`src/rtl/mem_pkg.sv`:
```
// Shared definitions for the memory-side controllers: FSM states, default
// address base and half-word select encodings.
package mem_pkg;

  typedef enum logic [1:0] {
    IDLE = 2'd0,
    LOW  = 2'd1,
    HIGH = 2'd2,
    DONE = 2'd3
  } state_t;

  localparam logic [31:0] ADDR_BASE_DEFAULT = 32'd1024;

  // LSB of the SRAM half-word address: low half carries data bits 15:0.
  localparam logic HALF_LO = 1'b0;
  localparam logic HALF_HI = 1'b1;

endpackage

```
`src/rtl/wait_counter.sv`:
```
// Phase counter: counts enabled cycles from zero, flags the TERM-th cycle.
// Synchronous clear has priority over enable; tc is combinational from count.
module wait_counter #(
  parameter int unsigned TERM = 5,
  parameter int unsigned W    = 4
) (
  input  logic clk,
  input  logic rst,
  input  logic clr,
  input  logic en,
  output logic tc
);

  localparam logic [W-1:0] LAST = W'(TERM - 1);

  logic [W-1:0] count;

  always_ff @(posedge clk) begin
    if (rst || clr) count <= '0;
    else if (en)    count <= count + 1'b1;
  end

  assign tc = (count == LAST);

endmodule

```
`src/rtl/sram_ctrl.sv`:
```
// MEM-stage word access serviced as two half-word phases on a 16-bit async SRAM.
// WAIT_CYCLES=1 gives no we_n-low cycle, so values below 2 are only usable for reads.
module sram_ctrl
  import mem_pkg::*;
#(
  parameter logic [31:0] ADDR_BASE   = ADDR_BASE_DEFAULT,
  parameter int unsigned WAIT_CYCLES = 5,
  parameter int unsigned SRAM_AW     = 18
) (
  input  logic               clk,
  input  logic               rst,
  input  logic               wr_en,
  input  logic               rd_en,
  input  logic [31:0]        address,
  input  logic [31:0]        write_data,
  output logic [31:0]        read_data,
  output logic               ready,
  output logic [SRAM_AW-1:0] sram_addr,
  output logic [15:0]        sram_dq_o,
  input  logic [15:0]        sram_dq_i,
  output logic               sram_dq_oe,
  output logic               sram_we_n
);

  localparam int unsigned IW = SRAM_AW - 1;

  state_t        state, state_nxt;
  logic          req;
  logic          tc;
  logic [IW-1:0] req_idx;
  logic [IW-1:0] idx_q;
  logic [31:0]   wdata_q;
  logic          is_wr_q;
  logic [15:0]   lo_hold;

  assign req     = wr_en | rd_en;
  // Unsigned wrap makes addresses below the base alias to the top of the SRAM.
  assign req_idx = IW'((address - ADDR_BASE) >> 2);

  wait_counter #(
    .TERM (WAIT_CYCLES),
    .W    (4)
  ) u_wait (
    .clk (clk),
    .rst (rst),
    .clr ((state == IDLE) || (state == DONE) || tc),
    .en  ((state == LOW) || (state == HIGH)),
    .tc  (tc)
  );

  always_ff @(posedge clk) begin
    if (rst) state <= IDLE;
    else     state <= state_nxt;
  end

  always_comb begin
    state_nxt = state;
    case (state)
      IDLE:    if (req) state_nxt = LOW;
      LOW:     if (tc)  state_nxt = HIGH;
      HIGH:    if (tc)  state_nxt = DONE;
      DONE:    state_nxt = IDLE;
      default: state_nxt = IDLE;
    endcase
  end

  always_ff @(posedge clk) begin
    if (rst) begin
      idx_q     <= '0;
      wdata_q   <= '0;
      is_wr_q   <= 1'b0;
      lo_hold   <= '0;
      read_data <= '0;
    end else begin
      if (state == IDLE && req) begin
        idx_q   <= req_idx;
        wdata_q <= write_data;
        is_wr_q <= wr_en;
      end
      if (state == LOW && tc && !is_wr_q) lo_hold <= sram_dq_i;
      if (state == HIGH && tc && !is_wr_q) read_data <= {sram_dq_i, lo_hold};
    end
  end

  // we_n rises on the last cycle of a write phase while address/data stay put.
  always_comb begin
    sram_addr  = '0;
    sram_dq_o  = '0;
    sram_dq_oe = 1'b0;
    sram_we_n  = 1'b1;
    ready      = 1'b0;
    case (state)
      IDLE: ready = ~req;
      LOW: begin
        sram_addr = {idx_q, HALF_LO};
        if (is_wr_q) begin
          sram_dq_oe = 1'b1;
          sram_dq_o  = wdata_q[15:0];
          sram_we_n  = tc;
        end
      end
      HIGH: begin
        sram_addr = {idx_q, HALF_HI};
        if (is_wr_q) begin
          sram_dq_oe = 1'b1;
          sram_dq_o  = wdata_q[31:16];
          sram_we_n  = tc;
        end
      end
      DONE:    ready = 1'b1;
      default: ready = 1'b0;
    endcase
  end

endmodule

```
`config.mk`:
```
export PLATFORM = sky130hd
export DESIGN_NAME = sram_ctrl
export DESIGN_NICKNAME = d
export VERILOG_FILES = /design/src/rtl/mem_pkg.sv /design/src/rtl/wait_counter.sv /design/src/rtl/sram_ctrl.sv
export SDC_FILE = /design/constraint.sdc
export NUM_CORES = 1
export LEC_CHECK = 0
export CAP_MARGIN = 20
export CORE_ASPECT_RATIO = 0.8
export CORE_MARGIN = 2
export CORE_UTILIZATION = 48
export DETAILED_ROUTE_END_ITERATION = 7
export PLACE_DENSITY = 0.85
export SYNTH_ARGS = -nofsm -noshare
export SYNTH_HDL_FRONTEND = slang
export SYNTH_HIERARCHICAL = 1
export SYNTH_SLANG_ARGS = --single-unit
export TNS_END_PERCENT = 1
```
`constraint.sdc`:
```
create_clock -name clk -period 2.7 [get_ports clk]
set_input_delay 0.405 -clock clk [delete_from_list [all_inputs] [get_ports clk]]
set_output_delay 0.405 -clock clk [all_outputs]
set_load 0.02 [all_outputs]
```
# Word level (Yosys, flattened, before mapping)
# Cells that the tools add are included.
[word_totals] wordCells=44 output_inout_bits=69 input_bits=84 ff_bits=104
[op_classes] n_reduce_logical=13 n_bitwise=2 n_eq_ne=7 addsub=2 mux=13
[ops] cell="$pmux 18 s2" count=1
[ops] cell="$mux 16" count=2
[ops] cell="$pmux 16 s2" count=1
[ops] cell="$sub 19x11->19 const B" count=1
[ops] cell="$pmux 2 s4" count=1
[ops] cell="$mux 2" count=3
[ops] cell="$ne 2x2->1 const B" count=3
[ops] cell="$logic_and 1x1->1" count=5
[ops] cell="$add 4x1->4 const B" count=1
[ops] cell="$eq 2x2->1 const B" count=2
[ops] cell="$eq 4x3->1 const B" count=1
[ops] cell="$logic_or 1x1->1" count=4
[ops] cell="$mux 1" count=4
[ops] cell="$reduce_and 3->1" count=1
[ops] cell="$eq 2x1->1 const B" count=1
[ops] cell="$logic_not 2->1" count=1
[ops] cell="$pmux 1 s2" count=1
[ops] cell="$reduce_or 2->1" count=1
[ops] cell="$logic_not 1->1" count=1
[ops] cell="$not 1->1" count=1
[ops] cell="$or 1x1->1" count=1

# Longest topological paths before layout
# Gate-level depths: netlist of the first run.
[depth] depth_word=4 mapped_depth=9 mapped_depth_nobuf=7

# Hierarchy
# The synthesis of the first run kept the hierarchy.
[modules_own_cells] mod="sram_ctrl" instances=1 area_per_inst_um2=3977.6 seq_area_each_um2=2001.9 cells_each=517
[modules_own_cells] mod="wait_counter" instances=1 area_per_inst_um2=205.2 seq_area_each_um2=80.1 cells_each=22

# Worst setup path before layout of the first run
# OpenSTA, ideal clock, no wires.
[synth_timing] kind="register -> output" start="register state[0]" end="output port sram_dq_o[10]" stages_incl_launch_ff=6 path_slack_ps=685 t_arrival_ps=1610 t_required_ps=2295 path_cell_list="dfxtp_1 inv_1 ha_1 nand2_1 clkbuf_1 nor2_1"
[synth_between] elab_chain_cells=2 word_cells_on_any_way=3 classes_between="2 x eq/ne; 1 x mux"
[synth_lines] element="start: declaration" line_no="sram_ctrl.sv:27" source="state_t state, state_nxt;"
[synth_lines] element="start signal: assignment" line_no="sram_ctrl.sv:53" source="else state <= state_nxt;"
[synth_lines] element="$eq 2x2->1 / $eq 2x1->1 (equally long branches)" line_no="sram_ctrl.sv:92" source="case (state)"
[synth_lines] element="$pmux 16 s2 *" line_no="sram_ctrl.sv:92"
[synth_lines] element="end: declaration" line_no="sram_ctrl.sv:19" source="output logic [15:0] sram_dq_o,"
# Mark *: on every way between the ends. The rest lies on a longest branch, timed or not.

# Final worst setup path of the first run
[layout_timing] start="register state[0]" end="output port sram_addr[15]"
[layout_between] elab_chain_cells=2 word_cells_on_any_way=3 classes_between="2 x eq/ne; 1 x mux"
[layout_lines] element="$eq 2x2->1 / $eq 2x1->1 (equally long branches)" line_no="sram_ctrl.sv:92"
[layout_lines] element="$pmux 18 s2 *" line_no="sram_ctrl.sv:92"
[layout_lines] element="end: declaration" line_no="sram_ctrl.sv:18" source="output logic [SRAM_AW-1:0] sram_addr,"
# Marks and branches as above.

==> results of run 1 <==
-- placed cells by master, fill, tap and decap left out, types with 2 or more instances in the layout --
cell type        Yosys  final
buf_4                0     10
nand3b_1             3      3
nand2b_1             3      3
a211oi_1             4      4
ha_1                 8      8
clkbuf_8             0     10
a21oi_1             93     93
clkdlybuf4s15_1      0      2
a311oi_1             6      6
inv_8                0      2
o31ai_1              2      2
or4_1                2      2
dlymetal6s2s_1       0      3
clkdlybuf4s50_1      0    115
or2_2                2      2
and3b_1              2      2
and2_1              17     17
nor2_1              29     29
nand2_1            180    180
dlygate4sd2_1        0     15
clkinvlp_4           0      2
or3_1                3      3
dfxtp_1            104    104
inv_1                8      8
a22oi_1             16     16
o21ai_0              3      3
-- what timing repair did --
action / CTS / global route
setup endpoints to repair: 35 / 19
gates resized for setup: 19 / 8
endpoints found under the hold margin: 0 / 0
-- worst max-delay path: cells and delay by family (launching register included) --
family,cells,cell delay [ns]
AND/OR/NAND/NOR,1,0.15
AO/OA/AOI/OAI,1,0.22
flip-flops,1,0.41
buffers and inverters,2,0.71
adder cells (fa/ha/maj),1,0.33
-- registers in the layout, summed over array words and instances (netlist names) --
register and cells:
idx_q 17, u_wait/count 4, read_data 32, lo_hold 16
state 2, is_wr_q 1, wdata_q 32
-- cell families (layout without fill, tap and decap cells) --
family                   count (synthesis)  in the layout  share of synthesized area (%)
adder cells (fa/ha/maj)                  8              8                           2.39
flip-flops                             104            104                           49.8
XOR/XNOR                                 2              2                          0.419
AO/OA/AOI/OAI                          130            130                           17.8
buffers and inverters                   45            172                           4.04
multiplexers                             2              2                          0.509
AND/OR/NAND/NOR                        248            248                           25.1
-- metal layers --
metal	global-route usage, %	routed length [µm]
met2	39.1	5450
met5	0	0
met1	28.9	4690
met4	6.64	155
met3	4.79	546
-- area by class of cell --
type,instances,area [µm²]
inverter,8,30.0
clock inverter,6,76.3
timing repair buffer,148,1450
multi-input combinational,390,1940
clock buffer,10,138
tap,112,140
fill,738,2630
sequential,104,2080
-- worst max path at each step --
stage | startpoint | to | slack, ns | depth (start not counted)
2_1_floorplan | state[0] | sram_dq_o[10] | 0.69 | 5
5_1_grt | state[0] | sram_addr[16] | 0.006 | 5
4_1_cts | state[0] | sram_addr[13] | -0.003 | 5
6_report | state[0] | sram_addr[15] | 0.12 | 5
3_5_place_dp | rd_en | ready | 0.12 | 4
3_3_place_gp | rd_en | ready | 0.13 | 4
-- power by group --
| part | internal [mW] | switching [mW] |
|---|---|---|
| Combinational | 0.574 | 0.856 |
| Clock | 0.469 | 0.541 |
| Sequential | 1.76 | 0.126 |
| Total | 2.80 | 1.52 |
==> flow_summary.yaml, run 1 <==
sta:
  final_report_hold_violation_count: 0
  period_minus_slack_ns: 2.58
  holdWs_ns: 0.390
  final_critical_path_setup_slack_ns: 0.124
  fin_setup_tns_ns: 0
  timing.final.crit_share_pct: 95.4
  drv_slew: 0
  finalSetupViolCount: 0
  timing.clock.skew_ns: 0.0117
  clock.fmax_mhz: 388
  rsz0062_at_grt: "no"
  slew_headroom_pct: 55.4
  tightest_slew_ns: 0.667
job:
  count_of_max_cap_constraint_violations: 0
detailed_routing:
  detailedRoute.firstPassIterationCount: 4
  drt-vias-per-instance: 5.13
  wl_um: 10800
  detailedRoute.firstIterationViolations: 164
  drc: 0
  ant_nets: 0
  detail_route.wl_per_cell_um: 13.9
  vias: 3995
clock_tree:
  clock_insertion_delay_worst_skew_ns: 0.35
  cts-buffers-inserted: 9
  cts.clk_slew.worst_paths_ns: 0.10
  numClockSinks: 104
  cts.hold.buffers_added: 0
  cts_htree_levels: 3
  cts_setup_buffers: 0
  tritoncts: "built"
  clockBufferDepth: 2
  clock_tree.root_cell: "clkbuf_8"
critical_path:
  crit_arrival_ns: 2.17
  crit_path_max_incr_delay_ns: 0.61
  critical_path.max_fanout: 17
  terminus_of_the_critical_flop_to_flop_path: "lo_hold[12]"
  ff2ff_path_depth: 7
  reg2reg_slack_ns: 0.73
  crit_path_top_delay_cell: "clkdlybuf4s50_1"
  r2r_start: "u_wait/count[0]"
  cp-start-kind: "flop"
  crit_path_cell_trace: "inv_1 > ha_1 > o21a_4 > and2_1 > clkdlybuf4s50_1"
  critical_path.endpoint_type: "primary output"
  required_ns: 2.30
  timing.setup.critical_path_class: "reg2out"
floorplanning:
  die-height_um: 87.5
  floorplan.initialDensity_pct: 49.3
  die-width_um: 108
  die_area_mm2: 0.00948
  rows: 30
  io-pin-count: 153
  core_mm2: 0.00848
synth:
  average_footprint_of_a_synthesized_cell_um2: 7.76
  syn-instance-count: 539
  ys_seq_elements: 104
  synthTopCellsByArea: "dfxtp_1 (50%), nand2_1 (16%), a21oi_1 (11%)"
  synthesis.area_mm2: 0.00418
  synth.largest_area_cell: "dfxtp_1"
  synth.yosys.seq_area_share_pct: 49.8
  synth_top_flop_cell: "dfxtp_1"
  synth_cell_types: 36
  async_flop_share_pct: 0
  synthMostInstantiatedCell: "nand2_1"
  synth_enable_flop_cells: 0
  synth.yosys.warnings: 6
  synth.cells.most_frequent: "nand2_1 (180), dfxtp_1 (104), a21oi_1 (93)"
  post-synth-top-area-fraction_pct: 49.8
  synthesis.nets: 631
placed_design:
  place_area_mm2: 0.00565
  port_buffers: 137
  preCtsSetupSlack_ns: 0.123
  gp_congestion: 0.839
  placed_insts: 762
  dp_hpwl_um: 7700
finish:
  final_cell_count_no_fill: 778
  num_antenna_cells: 0
  final_core_util_pct: 69.0
  nets: 753
  final_area_mm2: 0.00586
  area.growth.synth_to_final_pct: 40.0
  drive_gt1_share_pct: 5.56
worst_hold_path:
  whs_endpoint: "u_wait/count[2]"
  hp-start: "rst"
  hold_class: "in2reg"
  whs_path_depth: 3
power_and_ir_drop:
  vdd_drop_max_mv: 0.408
  finalPower_mw: 4.32
  power_density_cells_mw_per_mm2: 738
  power.static_leakage_nw: 2.17
global_routing:
  global_route.usage.total_pct: 22.7
  grt-ovfl-total: 0
  antenna_found_initial: 0
  grt_start_max_net_pins: 60
  first_global_vias: 3675
  grt_pass1_wl_um: 17000
outcome:
  status: "finished, final reports clean"
Power figures use the tool's default switching activity.
==> run 2, diff against run 1 <==
REMOVE_ABC_BUFFERS = 1   (was unset)
==> run 2 against run 1 <==
Worst hold slack gained 0.068 ns. Utilization rose by 1.4 points. Register-to-register slack improved by 0.04 ns. Setup slack worse by 0.019 ns. Sequential cell count unchanged.
==> flow_summary.yaml, run 2 (synthesis gave the netlist of run 1 again) <==
outcome:
  status: "finished, final reports clean"
global_routing:
  grt_pass1_wl_um: 17700
  first_global_vias: 3936
  grt_start_max_net_pins: 42
  antenna_found_initial: 0
  grt-ovfl-total: 0
  global_route.usage.total_pct: 23.5
finish:
  final_core_util_pct: 70.5
  nets: 757
  drive_gt1_share_pct: 6.12
  area.growth.synth_to_final_pct: 42.9
  area_of_the_multi_input_gates_mm2: 0.00195
  layout.area.seq_mm2: 0.00208
  layout_fillers: 696
  layout_top_registers: "read_data: 32 flops, wdata_q: 32 flops, idx_q: 17 flops"
  final_cell_mix: "nand2_1 (180), dfxtp_1 (104), clkdlybuf4s50_1 (101)"
  layout_commonest_cell: "nand2_1"
  num_antenna_cells: 0
placed_design:
  dp_hpwl_um: 7660
  port_buffers: 137
  gp_congestion: 0.807
critical_path:
  cp-start-kind: "flop"
  r2r_start: "state[1]"
  required_ns: 2.30
  worstSetupStartpoint: "state[0]"
  crit_arrival_ns: 2.19
  timing.setup.critical_path_class: "reg2out"
  critical_path.max_fanout: 10
  critical_path.endpoint_type: "primary output"
power_and_ir_drop:
  power_density_cells_mw_per_mm2: 730
  power.switching_mw: 1.58
  vdd_drop_max_mv: 0.441
  power.static_leakage_nw: 2.70
  p_seq_share_pct: 43.2
  combPwrFrac_pct: 33.6
  power_frac_clock_pct: 23.3
  power.internal_mw: 2.79
  switching_fraction_pct: 36.1
sta:
  slew_headroom_pct: 53.1
  period_minus_slack_ns: 2.60
  final_report_hold_violation_count: 0
  clock.fmax_mhz: 385
  holdWs_ns: 0.458
  tightest_slew_ns: 0.702
  rsz0062_at_grt: "no"
  timing.final.crit_share_pct: 96.1
  timing.clock.skew_ns: 0.00897
  drv_slew: 0
  finalSetupViolCount: 0
  fin_setup_tns_ns: 0
detailed_routing:
  ant_nets: 0
  detailedRoute.firstPassIterationCount: 5
  detail_route.wl_per_cell_um: 14.1
  drt-vias-per-instance: 5.25
  drc: 0
  vias: 4105
  wl_um: 11100
  detailedRoute.firstIterationViolations: 176
clock_tree:
  tritoncts: "built"
  clock_tree.root_cell: "clkbuf_8"
  clockBufferDepth: 2
  cts_setup_buffers: 0
  cts_htree_levels: 3
  clock_insertion_delay_worst_skew_ns: 0.37
  cts.clk_slew.worst_paths_ns: 0.10
  cts.hold.buffers_added: 0
  cts-buffers-inserted: 9
  numClockSinks: 104
worst_hold_path:
  hp-start: "wdata_q[21]"
  hold_class: "reg2reg"
floorplanning:
  io-pin-count: 153
  floorplan.initialDensity_pct: 49.3
  rows: 30
  die-height_um: 87.5
  die_area_mm2: 0.00948
  die-width_um: 108
  core_mm2: 0.00848
job:
  count_of_max_cap_constraint_violations: 0
==> run 2: cell types whose count changed in the layout (fill, tap and decap cells not counted), moves of 2 or more <==
cell,previous run,this run
buf_4,10,16
clkdlybuf4s15_1,2,0
clkdlybuf4s50_1,115,101
clkinvlp_4,2,0
dlygate4sd2_1,15,2
dlymetal6s2s_1,3,33
==> run 2: repair_timing <==
item                                   4_1_cts  5_1_grt
setup endpoints to repair                   19       34
gates resized for setup                      4       34
gates cloned                                 0        0
endpoints found under the hold margin        0        0
==> run 2: critical path, stage by stage, from the launching register on <==
cell	delay (ns)
dfxtp_1	0.42
inv_1	0.12
ha_2	0.37
nand2_1	0.08
buf_4	0.19
inv_1	0.06
clkdlybuf4s50_1	0.59
==> run 2: path summary, 6_finish.rpt <==
check | endpoint | slack (ns) | cells after the start
worst min register to register | wdata_q[21] | 0.46 | 2
worst max register to register | lo_hold[8] | 0.77 | 6
worst min-delay path | wdata_q[21] | 0.46 | 2
worst max-delay path | sram_dq_oe | 0.10 | 6
==> run 2: per-stage QoR <==
step | worst slack [ns] | cell area [µm²] | total power [mW] | std cells
after floorplan | 0.599 | 4040 | 2.75 | 502
after global placement | 0.144 | 5680 | 3.28 | 766
after detailed placement | 0.122 | 5680 | 3.36 | 766
after CTS | 0.0193 | 5890 | 4.37 | 782
after global routing | 0.00861 | 5980 | 4.62 | 782
final | 0.105 | 5980 | 4.36 | 782
==> run 2: power by group through the flow <==
stage	Sequential, mW	Clock [mW]	Combinational [mW]
floorplan	1.88	0	0.870
global route	1.91	1.10	1.61
detailed placement	1.92	0	1.45
CTS	1.88	1.03	1.46
global placement	1.90	0	1.38
finish	1.88	1.01	1.46
==> run 2: metal layers <==
layer  vias to the layer above  track usage, %  part of all wire (%)
met5                         -               0                     0
met4                         0            9.91                   2.5
met3                        27            5.91                   5.8
met2                       132            40.8                    51
met1                      1914            27.7                    41
li1                       2032               -                     -
==> run 2: final cells by class <==
class / instances / area share, %
sequential: 104 / 34.8
multi-input combinational: 390 / 32.7
timing repair buffer: 152 / 26.1
tap: 112 / 2.34
clock buffer: 9 / 2.07
clock inverter: 7 / 1.44
inverter: 8 / 0.502
==> run 3, diff against run 2 <==
CORE_UTILIZATION = 35   (was 48)
PLACE_DENSITY = 0.65   (was 0.85)
==> run 3 against run 2 <==
Total power increased by 5.6%. Sequential cell count unchanged. Critical path type unchanged. Sequential power about the same. Fmax increased by 0.37%.
==> flow_summary.yaml, run 3 (synthesis gave the netlist of run 1 again) <==
floorplanning:
  die-height_um: 102
  die-width_um: 126
  io-pin-count: 153
  floorplan.initialDensity_pct: 36.0
  die_area_mm2: 0.0128
  core_mm2: 0.0116
  rows: 35
critical_path:
  crit_path_cell_trace: "inv_1 > ha_1 > nand2_1 > buf_4 > inv_1 > clkdlybuf4s50_1"
  timing.setup.critical_path_class: "reg2out"
  crit_end: "sram_dq_oe"
  cp-start-kind: "flop"
  crit_path_max_incr_delay_ns: 0.59
  critical_path.top_delay_family: "buffers and inverters"
  terminus_of_the_critical_flop_to_flop_path: "lo_hold[14]"
  reg2reg_slack_ns: 0.69
  critical_path_cell_count: 6
  critical_path.max_fanout: 16
  number_of_buffers_and_inverters_on_the_critical_path: 4
  worstSetupStartpoint: "state[0]"
  r2r_start: "u_wait/count[0]"
  critical_path.endpoint_type: "primary output"
  crit_top_cell: "inv_1"
  crit_path_top_delay_cell: "clkdlybuf4s50_1"
  crit_arrival_ns: 2.18
  required_ns: 2.30
  ff2ff_path_depth: 7
finish:
  drive_gt1_share_pct: 5.40
  layout.area.seq_mm2: 0.00208
  layout_commonest_cell: "nand2_1"
  final_cell_mix: "nand2_1 (180), clkdlybuf4s50_1 (120), dfxtp_1 (104)"
  area_of_the_multi_input_gates_mm2: 0.00195
  layout_top_registers: "read_data: 32 flops, wdata_q: 32 flops, idx_q: 17 flops"
  nets: 755
  final_cell_count_no_fill: 815
  area.growth.synth_to_final_pct: 44.3
  layout_fillers: 1062
  final_core_util_pct: 52.0
  num_antenna_cells: 0
global_routing:
  first_global_vias: 3847
  grt_pass1_wl_um: 18000
  antenna_found_initial: 0
  global_route.usage.total_pct: 17.0
  grt-ovfl-total: 0
  grt_start_max_net_pins: 45
sta:
  clock.fmax_mhz: 387
  fin_setup_tns_ns: 0
  drv_slew: 0
  slew_headroom_pct: 50.3
  timing.final.crit_share_pct: 95.8
  final_report_hold_violation_count: 0
  timing.clock.skew_ns: 0.00712
  finalSetupViolCount: 0
  rsz0062_at_grt: "yes"
  period_minus_slack_ns: 2.59
  tightest_slew_ns: 0.743
detailed_routing:
  detailedRoute.firstPassIterationCount: 4
  ant_nets: 0
  drt-vias-per-instance: 4.87
  wl_um: 10900
  detail_route.wl_per_cell_um: 13.3
  detailedRoute.firstIterationViolations: 175
  vias: 3969
  drc: 0
clock_tree:
  cts-buffers-inserted: 9
  cts_htree_levels: 3
  clock_tree.root_cell: "clkbuf_16"
  numClockSinks: 104
  tritoncts: "built"
  clock_insertion_delay_worst_skew_ns: 0.34
  cts_setup_buffers: 0
  clockBufferDepth: 2
  cts.clk_slew.worst_paths_ns: 0.07
job:
  count_of_max_cap_constraint_violations: 0
placed_design:
  placed_insts: 800
  port_buffers: 137
  gp_congestion: 0.770
  dp_hpwl_um: 7540
worst_hold_path:
  hold_class: "reg2reg"
power_and_ir_drop:
  power.static_leakage_nw: 2.33
  vdd_drop_max_mv: 0.425
  power_density_cells_mw_per_mm2: 763
outcome:
  status: "finished, final reports clean"
run 3: cell types whose count changed in the layout (fill, tap and decap cells not counted), sizes merged:
cell           delta
dlymetal6s2s     -22
buf               -2
clkinvlp          +2
clkdlybuf4s50    +19
clkbuf            +1
clkinv            -1
dlygate4sd2       +3
inv               -3
run 3: timing repair:
item	in CTS	in global routing
setup endpoints to repair	22	28
resized for setup	6	12
hold buffers	0	0
run 3: tightest hold or removal path: stages (launching register included):
cell and delay, ns:
dfxtp_1 0.30, nand2_1 0.05, a21oi_1 0.05
run 3: worst min path at each step:
stage | end | from | depth (start not counted) | slack [ns]
finish | idx_q[3] | idx_q[3] | 2 | 0.45
floorplan | idx_q[0] | idx_q[0] | 2 | 0.43
global route | read_data[0] | read_data[0] | 2 | 0.47
detailed placement | idx_q[1] | idx_q[1] | 2 | 0.44
CTS | idx_q[3] | idx_q[3] | 2 | 0.45
global placement | read_data[2] | lo_hold[2] | 2 | 0.44
run 3: where the power goes:
group | switching (mW) | total, mW | internal [mW] | leakage, nW
logic | 0.868 | 1.46 | 0.597 | 1.35
registers | 0.121 | 1.88 | 1.76 | 0.848
clock network | 0.546 | 1.26 | 0.714 | 0.135
total | 1.53 | 4.60 | 3.07 | 2.33
run 3: area by class of cell:
cell class	instances	share of cell area, %
clock buffer	10	3.79
clock inverter	5	0.974
inverter	8	0.497
multi-input combinational	390	32.3
sequential	104	34.5
tap	148	3.07
timing repair buffer	150	24.8
run 3: through the flow:
step	hold WS, ns	area (µm²)	worst slack [ns]	power, mW
after floorplan	0.426	4040	0.599	2.75
after global placement	0.436	5720	0.127	3.33
after detailed placement	0.443	5720	0.119	3.39
after global routing	0.469	6040	-0.0135	4.91
after CTS	0.452	6000	0.000730	4.65
final	0.449	6040	0.114	4.60
run 3: per-layer routing:
metal	GRT usage, %	share of wire [%]
met1	21.7	46
met2	29.9	50
met3	3.75	4.3
met4	3.55	0.40
met5	0	0
